<file path="src/rtl/instr_fetch_ctrl.sv">
// Instruction fetch sequencer: drives the imem pc, registers the returned word and hands it to
// decode over valid/ready, with redirect, end-of-program and bad-target fault handling.
module instr_fetch_ctrl #(
  parameter int unsigned MEM_BYTES = 32,
  parameter int unsigned RESET_PC  = 0,
  parameter int unsigned CNT_W     = 16
) (
  input  logic             clk,
  input  logic             reset,
  output logic [31:0]      imem_pc,
  input  logic [31:0]      imem_instr,
  output logic             instr_valid,
  input  logic             instr_ready,
  output logic [31:0]      instr,
  output logic [31:0]      instr_pc,
  input  logic             redirect_valid,
  input  logic [31:0]      redirect_pc,
  output logic             halted,
  output logic             fault,
  output logic [CNT_W-1:0] fetch_count
);

  localparam logic [31:0] MemBytes = 32'(MEM_BYTES);
  localparam logic [31:0] ResetPc  = 32'(RESET_PC);

  typedef enum logic [2:0] {StBoot, StFetch, StDrain, StHalt, StFault} state_e;

  state_e           state_q;
  logic [31:0]      pc_q;
  logic             valid_q;
  logic [31:0]      instr_q;
  logic [31:0]      instr_pc_q;
  logic             halted_q;
  logic             fault_q;
  logic [CNT_W-1:0] count_q;

  logic [31:0] pc_inc;
  logic        last_word;
  logic        handshake;
  logic        capture;
  logic        bad_target;
  logic        count_full;

  always_comb begin
    pc_inc     = pc_q + 32'd4;
    last_word  = (pc_inc == MemBytes);
    handshake  = valid_q && instr_ready;
    capture    = !valid_q || instr_ready;
    bad_target = (redirect_pc[1:0] != 2'b00) || (redirect_pc >= MemBytes);
    count_full = (count_q == {CNT_W{1'b1}});
  end

  always_ff @(posedge clk) begin
    if (reset) begin
      state_q    <= StBoot;
      pc_q       <= ResetPc;
      valid_q    <= 1'b0;
      instr_q    <= 32'd0;
      instr_pc_q <= 32'd0;
      halted_q   <= 1'b0;
      fault_q    <= 1'b0;
      count_q    <= '0;
    end else begin
      unique case (state_q)
        StBoot:  state_q <= StFetch;
        StFault: ;
        default: begin
          if (redirect_valid) begin
            // The held word is dropped even if decode accepts it this same cycle.
            valid_q  <= 1'b0;
            halted_q <= 1'b0;
            if (bad_target) begin
              state_q <= StFault;
              fault_q <= 1'b1;
            end else begin
              pc_q    <= redirect_pc;
              state_q <= StFetch;
            end
          end else begin
            if (handshake && !count_full) begin
              count_q <= count_q + 1'b1;
            end
            if (state_q == StFetch && capture) begin
              instr_q    <= imem_instr;
              instr_pc_q <= pc_q;
              valid_q    <= 1'b1;
              // pc parks on the final word rather than stepping past the end of memory.
              if (last_word) begin
                state_q <= StDrain;
              end else begin
                pc_q <= pc_inc;
              end
            end else if (state_q == StDrain && handshake) begin
              valid_q  <= 1'b0;
              halted_q <= 1'b1;
              state_q  <= StHalt;
            end
          end
        end
      endcase
    end
  end

  assign imem_pc     = pc_q;
  assign instr_valid = valid_q;
  assign instr       = instr_q;
  assign instr_pc    = instr_pc_q;
  assign halted      = halted_q;
  assign fault       = fault_q;
  assign fetch_count = count_q;

endmodule

</file>
<file path="config.mk">
export PLATFORM = sky130hd
export DESIGN_NAME = instr_fetch_ctrl
export DESIGN_NICKNAME = d
export VERILOG_FILES = /design/src/rtl/instr_fetch_ctrl.sv
export SDC_FILE = /design/constraint.sdc
export NUM_CORES = 1
export LEC_CHECK = 0
export CAP_MARGIN = 20
export CORE_MARGIN = 2
export CORE_UTILIZATION = 47
export DETAILED_ROUTE_END_ITERATION = 12
export MAX_ROUTING_LAYER = met4
export PLACE_DENSITY_LB_ADDON = 0.05
export SYNTH_ARGS = -nofsm -noshare
export SYNTH_HDL_FRONTEND = slang
export SYNTH_SLANG_ARGS = --single-unit
</file>
<file path="constraint.sdc">
create_clock -name clk -period 3.75 [get_ports clk]
set_input_delay 0.75 -clock clk [delete_from_list [all_inputs] [get_ports clk]]
set_output_delay 0.75 -clock clk [all_outputs]
set_load 0.005 [all_outputs]
</file>
==> Word-level counts from Yosys, hierarchy flattened <==
Index checks and enable logic that the tools add are counted.
Widths: inputs -> output; s select.
{ "op_classes": {"shift": 0, "n_mux": 16, "n_lt_le_gt_ge": 1, "bitwise": 3, "reduce_logical": 22, "multipliers": 0, "add_sub_neg": 2, "n_eq_ne": 9, "div_mod_pow": 0} }
{ "ops": {"columns": ["cell", "n"], "rows": [
  ["$mux 32", 4],
  ["$add 32x3->32 const B", 1],
  ["$eq 32x6->1 const B", 1],
  ["$ge 32x6->1 const B", 1],
  ["$add 16x1->16 const B", 1],
  ["$eq 16x16->1 const B", 1],
  ["$mux 3", 5],
  ["$reduce_and 3->1", 5],
  ["$mux 1", 6],
  ["$ne 2x2->1 const B", 3],
  ["$pmux 3 s2", 1],
  ["$reduce_bool 2->1", 3],
  ["$logic_and 1x1->1", 4],
  ["$ne 4x3->1 const B", 1],
  ["$reduce_and 4->1", 1],
  ["$reduce_bool 4->1", 1],
  ["$eq 3x1->1 const B", 1],
  ["$eq 3x2->1 const B", 1],
  ["$eq 3x3->1 const B", 1],
  ["$logic_not 3->1", 1],
  ["$not 1->1", 3],
  ["$reduce_bool 3->1", 1],
  ["$logic_not 1->1", 2],
  ["$logic_or 1x1->1", 2],
  ["other kinds (2)", 2]
]} }
{ "totals": {"out_inout_bits": 115, "word_cells": 61, "n_memories": 0, "inputBits": 68, "latchBits": 0, "mem_bits_ro": 0, "mem_bits_rw": 0, "regBits": 118} }

==> Longest topological paths before layout <==
Gate-level depths: netlist of the first run.
{ "depth": {"ltp_word": 6, "depth_mapped": 13} }

==> Worst setup path after synthesis of the first run <==
Ideal clock, no wire load.
{ "synth_timing": {"path_type": "register to register", "from": "register pc_q[2], in the netlist imem_pc[2]", "to": "register pc_q[16], in the netlist imem_pc[16]", "path_slack_ns": 0.766, "setup_time_ns": 0.140, "path_stages_with_launch": 12, "t_arrival_ns": 2.844, "required_ns": 3.610, "period_less_slack_ns": 2.984, "path_cell_list": "dfxtp_1 ha_1 nand4_1 or2_2 or4_1 a211oi_2 o22ai_1 nor4_4 nand2b_1 buf_6 buf_12 o31ai_1"} }
{ "synth_via": {"elab_chain_len": 4} }
{ "synth_lines": {"columns": ["element", "line_no", "rtl"], "rows": [
  ["from (decl)", "29", "logic [31:0] pc_q;"],
  ["from (signal assigned)", "56", "pc_q <= ResetPc;"],
  ["from (signal assigned)", "76", "pc_q <= redirect_pc;"],
  ["from (signal assigned)", "91", "pc_q <= pc_inc;"],
  ["$add 32x3->32 *", "45", "pc_inc = pc_q + 32'd4;"],
  ["$eq 32x6->1 / $mux 32 (equally long branches)", "46, 88", null],
  ["$ne 2x2->1 (no source line) / $mux 32 (equally long branches)", null, null],
  ["$reduce_and 4->1 (no source line) / $mux 32 (equally long branches)", null, null]
]} }
Every way passes the cells marked *; elsewhere a longest branch is shown, timed or not. The select of a mux whose other input is x is not followed.
A chain may end at the register's enable or synchronous reset.

==> Worst setup path in the final report of the first run <==
{ "layout_timing": {"from": "register pc_q[5], in the netlist imem_pc[5]", "to": "register pc_q[2], in the netlist imem_pc[2]"} }
{ "layout_via": {"elab_chain_len": 4} }
{ "layout_lines": {"columns": ["element", "line_no", "rtl"], "rows": [
  ["$add 32x3->32", "45", null],
  ["$eq 32x6->1", "46", "last_word = (pc_inc == MemBytes);"],
  ["$ne 2x2->1 (no source line)", null, null],
  ["$reduce_and 4->1 (no source line)", null, null]
]} }
Every way passes these cells.

==> results of run 1 <==
==> layout make-up <==
cell class	instances	area, um^2
fillers	1125	4100
multi-input cells	581	3250
flip-flops and latches	118	2360
repair buffers	199	1940
clock buffers	23	488
well taps	172	215
clock inverters	8	121
inverters	12	45.0
==> per-stage QoR <==
| step | area [um^2] | utilization | hold WS (ns) | power, mW | cells |
|---|---|---|---|---|---|
| 2_1_floorplan | 5980 | - | 0.453 | 1.57 | 783 |
| 3_3_place_gp | 7810 | 0.624 | 0.441 | 1.76 | 1082 |
| 3_5_place_dp | 7810 | 0.624 | 0.445 | 1.78 | 1082 |
| 4_1_cts | 8420 | 0.673 | 0.453 | 3.44 | 1113 |
| 5_1_grt | 8420 | 0.673 | 0.470 | 3.55 | 1113 |
| 6_report | 8420 | 0.673 | 0.451 | 3.43 | 1113 |
==> power groups by stage <==
stage          combinational [mW]  sequential [mW]  clock (mW)
3_3_place_gp                0.397             1.37           0
5_1_grt                     0.443             1.35        1.75
3_5_place_dp                0.404             1.37           0
6_report                    0.409             1.35        1.68
2_1_floorplan               0.220             1.35           0
4_1_cts                     0.408             1.35        1.69
==> registers in the layout, indices dropped and copies added (netlist names) <==
register / cells
halted: 1
instr_pc: 32
instr: 32
fetch_count: 16
instr_valid: 1
imem_pc: 32
state_q: 3
fault: 1
==> cell families after synthesis <==
| family | after synthesis | synth area share |
|---|---|---|
| AOI/OAI and AO/OA | 203 | 0.222 |
| xor gates and xnor gates | 18 | 0.0264 |
| adders and majority gates | 2 | 0.00418 |
| buffers and inverters | 84 | 0.0630 |
| DFF | 118 | 0.395 |
| muxes | 1 | 0.00167 |
| and+or+nand+nor | 357 | 0.288 |
==> cell usage after synthesis (9+ instances only) <==
| master | number | area [um^2] |
|---|---|---|
| a21oi_1 | 98 | 490 |
| and3_1 | 10 | 62.6 |
| and4_1 | 9 | 78.8 |
| buf_2 | 9 | 45.0 |
| clkbuf_1 | 50 | 188 |
| dfxtp_1 | 118 | 2360 |
| inv_1 | 12 | 45.0 |
| nand2_1 | 153 | 574 |
| nand3_1 | 18 | 90.1 |
| nand4_1 | 18 | 113 |
| nor2_1 | 56 | 210 |
| nor2b_1 | 13 | 81.3 |
| nor3_1 | 22 | 110 |
| nor4_1 | 18 | 113 |
| o21ai_0 | 29 | 145 |
| o31ai_2 | 17 | 213 |
| or3_1 | 11 | 68.8 |
| xor2_1 | 10 | 87.6 |
==> final timing paths <==
| check | to | slack [ns] | cells after the start |
|---|---|---|---|
| min | instr_pc[19] | 0.45 | 2 |
| max | imem_pc[2] | 0.32 | 8 |
| max reg2reg | imem_pc[2] | 0.32 | 8 |
| min reg2reg | instr_pc[19] | 0.45 | 2 |
==> critical path, delay by kind of cell (launching register included) <==
kind | cells | cell delay [ns]
AO/OA/AOI/OAI | 3 | 0.84
flip-flops | 1 | 0.58
AND/OR/NAND/NOR | 5 | 1.92
==> per-layer routing <==
layer / global-route usage / up-vias / share of wire
met3: 0.0649 / 30 / 0.073
met4: 0.0988 / 0 / 0.019
met5: - / - / 0
li1: - / 3069 / -
met1: 0.341 / 2988 / 0.41
met2: 0.453 / 250 / 0.49
==> flow_summary.yaml, run 1 <==
power:
  powerDensity_nw_per_um2: 408
  swShare: 0.243
  p_clk_frac: 0.489
  seq_power_share: 0.392
  ir_worst_vdd_uv: 302
  total_switching_power_uw: 834
  leakage_nw: 2.81
  p_int_mw: 2.60
  power_frac_comb: 0.119
critical_path:
  path_cells: "and4_1 -> nand3_1 -> o31a_1 -> nor4_1 -> nand4_1 -> nor3_1 -> a21oi_1 -> o32ai_1"
  cp_slowest_stage_delay_ns: 0.60
  startpoint_type: "flip-flop"
  worst_path_max_delay_cell: "nor3_1"
  cp-startpoint: "imem_pc[5]"
  crit_arrival_ns: 3.77
  cp-end-kind: "flip-flop"
  r2r-start: "imem_pc[5]"
  cp_max_fo: 12
  cp_data_required_time_ns: 4.08
  crit_type: "flip-flop to flip-flop"
routing:
  first_pass_iters: 5
  drt-total-wl_um: 18500
  via_per_inst: 5.69
  drt_iter0_drc: 378
  drc: 0
  wl_per_cell_um: 16.7
  postRouteAntennaNets: 0
  dr_total_vias: 6337
yosys:
  ys.flop_type: "dfxtp_1"
  synthDistinctLibCells: 57
  synth_edf_count: 0
  synthArstFlopShare: 0
  synth-seq-area-share: 0.395
  syn_avg_cell_area_um2: 7.64
  syn_nets: 853
  yosysWarnings: 0
  synth_cells: 783
  synth.cell_area_um2: 5980
  ys_ff_latch: 118
place:
  post-place-ws_ns: 0.419
  finalWeightedCongestion: 0.900
  dp_hpwl_um: 12600
  io_buffers: 182
die:
  io_pins: 183
  die_w_um: 117
  num_rows: 41
  coreArea_um2: 12500
  die_area_um2: 13600
  die_y_um: 117
  initial_core_util: 0.478
layout:
  n_antenna_cell: 0
  final_common_cell: "clkdlybuf4s50_1"
  mostFrequentLayoutCells: "clkdlybuf4s50_1, nand2_1, dfxtp_1, a21oi_1, nor2_1"
  nets: 999
  drive_above_1_share: 0.0850
  syn_to_final_growth_pct: 40.8
sta:
  tightestPinTransition_ns: 1.05
  setup_ws_ns: 0.318
  slew_headroom: 0.294
  tns_ns: 0
  hold_viol: 0
  clock_skew_ns: 0.00743
  max_freq_ghz: 0.291
  rsz0062_at_grt: "false"
  slew_violations: 0
  finalCritPeriodShare: 0.915
  min_period_ns: 3.43
  setup_viol: 0
cts:
  cts.htree.levels: 4
  postCtsSetupBuffers: 0
  cts_hold_buf: 0
  ctsResizeCount: 0
  cts_root_buf: "clkbuf_16"
  clk_pin_slew_ns: 0.05
  cts_num_sinks: 118
  cts_buffers: 17
  worstSkewPairLatency_ns: 0.42
  cts_max_path_buffers: 2
  cts_tree: "done"
global_routing:
  grt_pass1_vias: 5953
  antenna_found_initial: 0
  grt_pass1_wl_um: 29300
  grt_max_degree: 86
  overflow: 0
  track_usage: 0.279
worst_hold_path:
  hp-class: "flip-flop to flip-flop"
  worstHoldStart: "instr_pc[19]"
job:
  drv_cap: 0
status:
  outcome: "complete, no violations"
(Power assumes the default switching activity.)
==> inputs of run 2 (changes only) <==
--- a/config.mk
+++ b/config.mk
@@ -7,7 +7,7 @@
 export LEC_CHECK = 0
 export CAP_MARGIN = 20
 export CORE_MARGIN = 2
-export CORE_UTILIZATION = 47
+export CORE_UTILIZATION = 37
 export DETAILED_ROUTE_END_ITERATION = 12
 export MAX_ROUTING_LAYER = met4
 export PLACE_DENSITY_LB_ADDON = 0.05
==> run 2 against run 1 <==
  * Combinational power up 4%
  * Register-to-register slack better by 0.05 ns
  * Fmax increased by 1.6%
  * Non-clock buffer count is 9 higher
  * Sequential power hardly changed
  * Via count is 0.66% lower
  * Final area up 1.9%
==> flow_summary.yaml, run 2 (synthesis results as in run 1) <==
global_routing:
  track_usage: 0.224
  grt_pass1_wl_um: 30600
  grt_max_degree: 71
  antenna_found_initial: 0
  overflow: 0
  grt_pass1_vias: 5885
worst_hold_path:
  worstHoldStart: "instr[7]"
  worstHoldPathCells: 2
  hp-class: "flip-flop to flip-flop"
  min_delay_worst_endpoint: "instr[7]"
sta:
  finalCritPeriodShare: 0.901
  min_period_ns: 3.38
  tightestPinTransition_ns: 1.10
  slew_headroom: 0.266
  setup_ws_ns: 0.371
  clock_skew_ns: 0.00951
  setup_viol: 0
  hold_viol: 0
  rsz0062_at_grt: "false"
  slew_violations: 0
  tns_ns: 0
  max_freq_ghz: 0.296
power:
  swShare: 0.254
  power_frac_comb: 0.121
  total_switching_power_uw: 891
  p_int_mw: 2.61
  ir_worst_vdd_uv: 334
  powerDensity_nw_per_um2: 408
  p_clk_frac: 0.496
  leakage_nw: 2.86
  seq_power_share: 0.383
layout:
  seq_area_um2: 2360
  fin_util: 0.542
  final_area_um2: 8580
  nFillCells: 1480
  mostFrequentLayoutCells: "clkdlybuf4s50_1, nand2_1, dfxtp_1, a21oi_1, nor2_1"
  multi_input_area_um2: 3260
  syn_to_final_growth_pct: 43.5
  fin_cells: 1167
  nets: 1008
  final_common_cell: "clkdlybuf4s50_1"
  n_antenna_cell: 0
  drive_above_1_share: 0.0967
die:
  num_rows: 46
  initial_core_util: 0.378
  die_w_um: 131
  io_pins: 183
  die_y_um: 131
  coreArea_um2: 15800
  die_area_um2: 17200
critical_path:
  r2r_slack_ns: 0.37
  startpoint_type: "flip-flop"
  cp_max_fo: 14
  path_cells: "and4_1 -> nand4_2 -> or4_1 -> a211oi_2 -> o22ai_1 -> nor4_4 -> nand2b_1 -> buf_4 -> o31ai_1"
  cp_data_required_time_ns: 4.03
  r2r-start: "imem_pc[13]"
  crit_type: "flip-flop to flip-flop"
  crit_arrival_ns: 3.65
  path_delay_family: "simple AND/OR/NAND/NOR gates"
  worstReg2RegEnd: "imem_pc[21]"
  worst_path_max_delay_cell: "or4_1"
  reg2reg_depth: 9
  worst-path-buf-inv: 1
  cp-end-kind: "flip-flop"
  cp_slowest_stage_delay_ns: 0.65
cts:
  postCtsSetupBuffers: 0
  cts_tree: "done"
  cts_hold_buf: 0
  cts.htree.levels: 4
  worstSkewPairLatency_ns: 0.42
  cts_buffers: 17
  clk_pin_slew_ns: 0.06
  cts_root_buf: "clkbuf_16"
  ctsResizeCount: 0
  cts_max_path_buffers: 2
  cts_num_sinks: 118
place:
  io_buffers: 182
  place_area_um2: 7960
  finalWeightedCongestion: 0.907
  dp_hpwl_um: 13200
  placedCellCount: 1135
  post-place-ws_ns: 0.407
routing:
  drt-total-wl_um: 19100
  drt_iter0_drc: 575
  drc: 0
  first_pass_iters: 5
  via_per_inst: 5.39
  wl_per_cell_um: 16.3
  dr_total_vias: 6295
  postRouteAntennaNets: 0
job:
  drv_cap: 0
status:
  outcome: "complete, no violations"
-- run 2: worst max path at each step --
stage,startpoint,end,slack [ns],cells past startpoint
floorplan,imem_pc[2],imem_pc[16],0.77,11
global placement,imem_pc[13],imem_pc[21],0.40,9
global route,imem_pc[13],imem_pc[31],0.15,9
CTS,imem_pc[13],imem_pc[21],0.39,9
detailed placement,imem_pc[12],imem_pc[21],0.41,9
finish,imem_pc[13],imem_pc[21],0.37,9
-- run 2: layout make-up --
type                    instances  share of cell area
multi-input cells             581               0.379
inverters                      12             0.00525
repair buffers                208               0.236
well taps                     216              0.0315
clock buffers                  17              0.0496
clock inverters                15              0.0238
flip-flops and latches        118               0.275
-- run 2: worst reg2reg max path, stage by stage, from the launching register on --
cell      delay, ns
dfxtp_1        0.54
and4_1         0.46
nand4_2        0.29
or4_1          0.65
a211oi_2       0.26
o22ai_1        0.14
nor4_4         0.30
nand2b_1       0.19
buf_4          0.28
o31ai_1        0.11
-- run 2: power by group through the flow --
stage,Combinational [mW],Clock [mW],Sequential (mW)
4_1_cts,0.429,1.77,1.34
5_1_grt,0.462,1.82,1.35
2_1_floorplan,0.220,0,1.35
6_report,0.425,1.74,1.34
3_3_place_gp,0.421,0,1.37
3_5_place_dp,0.427,0,1.37
-- run 2: stage by stage --
stage / hold WS, ns / power, mW
floorplan: 0.453 / 1.57
global placement: 0.440 / 1.79
finish: 0.451 / 3.50
detailed placement: 0.447 / 1.80
global route: 0.468 / 3.63
CTS: 0.454 / 3.54
-- run 2: routing by layer --
metal / part of all wire / track usage / up-vias
met1: 0.44 / 0.283 / 2936
li1: - / - / 3089
met5: 0 / - / -
met3: 0.063 / 0.0482 / 24
met4: 0.017 / 0.0737 / 0
met2: 0.48 / 0.358 / 246
==> inputs of run 3 (changes only) <==
--- a/config.mk
+++ b/config.mk
@@ -5,10 +5,11 @@
 export SDC_FILE = /design/constraint.sdc
 export NUM_CORES = 1
 export LEC_CHECK = 0
-export CAP_MARGIN = 20
+export CAP_MARGIN = 0
 export CORE_MARGIN = 2
 export CORE_UTILIZATION = 37
 export DETAILED_ROUTE_END_ITERATION = 12
+export GPL_TIMING_DRIVEN = 0
 export MAX_ROUTING_LAYER = met4
 export PLACE_DENSITY_LB_ADDON = 0.05
 export SYNTH_ARGS = -nofsm -noshare
==> run 3 against run 2 <==
  * Global-route usage is 2.4 points higher
  * Clock power is 5% higher
  * Setup slack worse by 0.17 ns
  * Fmax is 4.8% lower
  * Core utilization is 1.0 points higher
  * Combinational power is 8.7% higher
  * Cell count is 3.9% higher
  * Critical path type unchanged
  * Power is 3.5% higher
  * Hold slack worse by 0.00085 ns
==> flow_summary.yaml, run 3 (synthesis results as in run 1) <==
status:
  outcome: "complete, no violations"
layout:
  seq_area_um2: 2360
  multi_input_area_um2: 3260
  nets: 1053
  final_common_cell: "clkdlybuf4s50_1"
  nFillCells: 1573
  drive_above_1_share: 0.0803
  fin_util: 0.552
  syn_to_final_growth_pct: 46.2
  mostFrequentLayoutCells: "clkdlybuf4s50_1, nand2_1, dfxtp_1, a21oi_1, nor2_1"
routing:
  first_pass_iters: 5
  drc: 0
  wl_per_cell_um: 17.1
  via_per_inst: 5.34
  drt_iter0_drc: 503
  dr_total_vias: 6483
  drt-total-wl_um: 20800
  postRouteAntennaNets: 0
power:
  total_power_mw: 3.63
  ir_worst_vdd_uv: 315
  powerDensity_nw_per_um2: 415
  leakage_nw: 2.92
critical_path:
  cp_data_required_time_ns: 4.03
  path_cells: "ha_1 -> nand4_1 -> or2_2 -> or4_1 -> a211oi_2 -> o22ai_1 -> nor4_4 -> nand2b_1 -> buf_6 -> buf_12 -> o31ai_1"
  worst_path_max_delay_cell: "nor4_4"
  cp-end-kind: "flip-flop"
  worst-path-buf-inv: 2
  startpoint_type: "flip-flop"
  r2r_slack_ns: 0.20
  reg2reg_depth: 11
  cp_max_fo: 10
  crit_arrival_ns: 3.83
  path_delay_family: "simple AND/OR/NAND/NOR gates"
  cp_slowest_stage_delay_ns: 0.54
  worstReg2RegEnd: "imem_pc[21]"
  crit_type: "flip-flop to flip-flop"
  r2r-start: "imem_pc[2]"
  cp-startpoint: "imem_pc[2]"
sta:
  setup_viol: 0
  tightestPinTransition_ns: 0.734
  slew_violations: 0
  slew_headroom: 0.510
  max_freq_ghz: 0.282
  holdWs_ns: 0.451
  min_period_ns: 3.55
  clock_skew_ns: 0.00814
  rsz0062_at_grt: "false"
  hold_viol: 0
  finalCritPeriodShare: 0.946
global_routing:
  antenna_found_initial: 1
  track_usage: 0.248
  overflow: 0
  grt_pass1_vias: 6260
  grt_pass1_wl_um: 33500
  grt_max_degree: 17
worst_hold_path:
  worstHoldStart: "instr_pc[17]"
  worstHoldPathCells: 2
  hp-class: "flip-flop to flip-flop"
  min_delay_worst_endpoint: "instr_pc[17]"
place:
  finalWeightedCongestion: 0.932
  dp_hpwl_um: 15000
  io_buffers: 181
die:
  die_y_um: 131
  die_w_um: 131
  coreArea_um2: 15800
  die_area_um2: 17200
  num_rows: 46
  io_pins: 183
  initial_core_util: 0.378
cts:
  postCtsSetupBuffers: 0
  cts.htree.levels: 4
  cts_max_path_buffers: 2
  cts_hold_buf: 0
  cts_root_buf: "clkbuf_16"
  cts_num_sinks: 118
  clk_pin_slew_ns: 0.06
  cts_tree: "done"
  worstSkewPairLatency_ns: 0.42
  cts_buffers: 17
job:
  drv_cap: 0
-- run 3: cell types whose count changed in the layout (fill, tap and decap cells not counted), sizes merged --
cell           delta
buf               -8
bufinv            +1
clkbuf           +55
clkdlybuf4s50     +1
clkinv            -1
clkinvlp          -3
diode             +1
-- run 3: through the flow --
stage	std cells	setup WS, ns	setup TNS, ns	area [um^2]
2_1_floorplan	783	0.766	0	5980
3_3_place_gp	1180	-0.0344	-0.236	8060
3_5_place_dp	1180	-0.0446	-0.453	8060
4_1_cts	1212	0.0872	0	8720
5_1_grt	1213	0.00797	0	8740
6_report	1213	0.202	0	8740
-- run 3: per-layer routing --
| metal | up-vias | part of all wire | GRT usage |
|---|---|---|---|
| met1 | 2997 | 0.43 | 0.312 |
| met3 | 39 | 0.080 | 0.0575 |
| met2 | 266 | 0.46 | 0.392 |
| met4 | 0 | 0.024 | 0.0870 |
| li1 | 3181 | - | - |
| met5 | - | 0 | - |
-- run 3: worst max-delay path by stage --
stage	to	slack [ns]	cells past startpoint
CTS	imem_pc[2]	0.09	10
finish	imem_pc[21]	0.20	11
global route	imem_pc[21]	0.008	12
global placement	imem_pc[20]	-0.03	9
detailed placement	imem_pc[17]	-0.04	9
floorplan	imem_pc[16]	0.77	11
-- run 3: power breakdown --
| group | switching (mW) | total [mW] | internal (mW) |
|---|---|---|---|
| Clock | 0.618 | 1.83 | 1.21 |
| Combinational | 0.250 | 0.462 | 0.211 |
| Sequential | 0.0363 | 1.33 | 1.30 |
-- run 3: layout make-up --
type | count | share of cell area
Inverter | 12 | 0.00515
Clock inverter | 12 | 0.0228
Antenna cell | 1 | 0.000286
Buffer | 72 | 0.0381
Sequential cell | 118 | 0.270
Timing Repair Buffer | 181 | 0.207
Tap cell | 216 | 0.0309
Multi-Input combinational cell | 581 | 0.373
Clock buffer | 20 | 0.0522
-- run 3: worst min-delay path: stages, from the launching register on --
cell and delay, ns:
dfxtp_1 0.30, nand2_1 0.05, a21oi_1 0.05
-- run 3: timing repair --
| item | 4_1_cts | 5_1_grt |
|---|---|---|
| endpoints found under the setup margin | 20 | 30 |
| resized for setup | 1 | 5 |
| pin swaps | 0 | 1 |
| gates cloned | 0 | 0 |
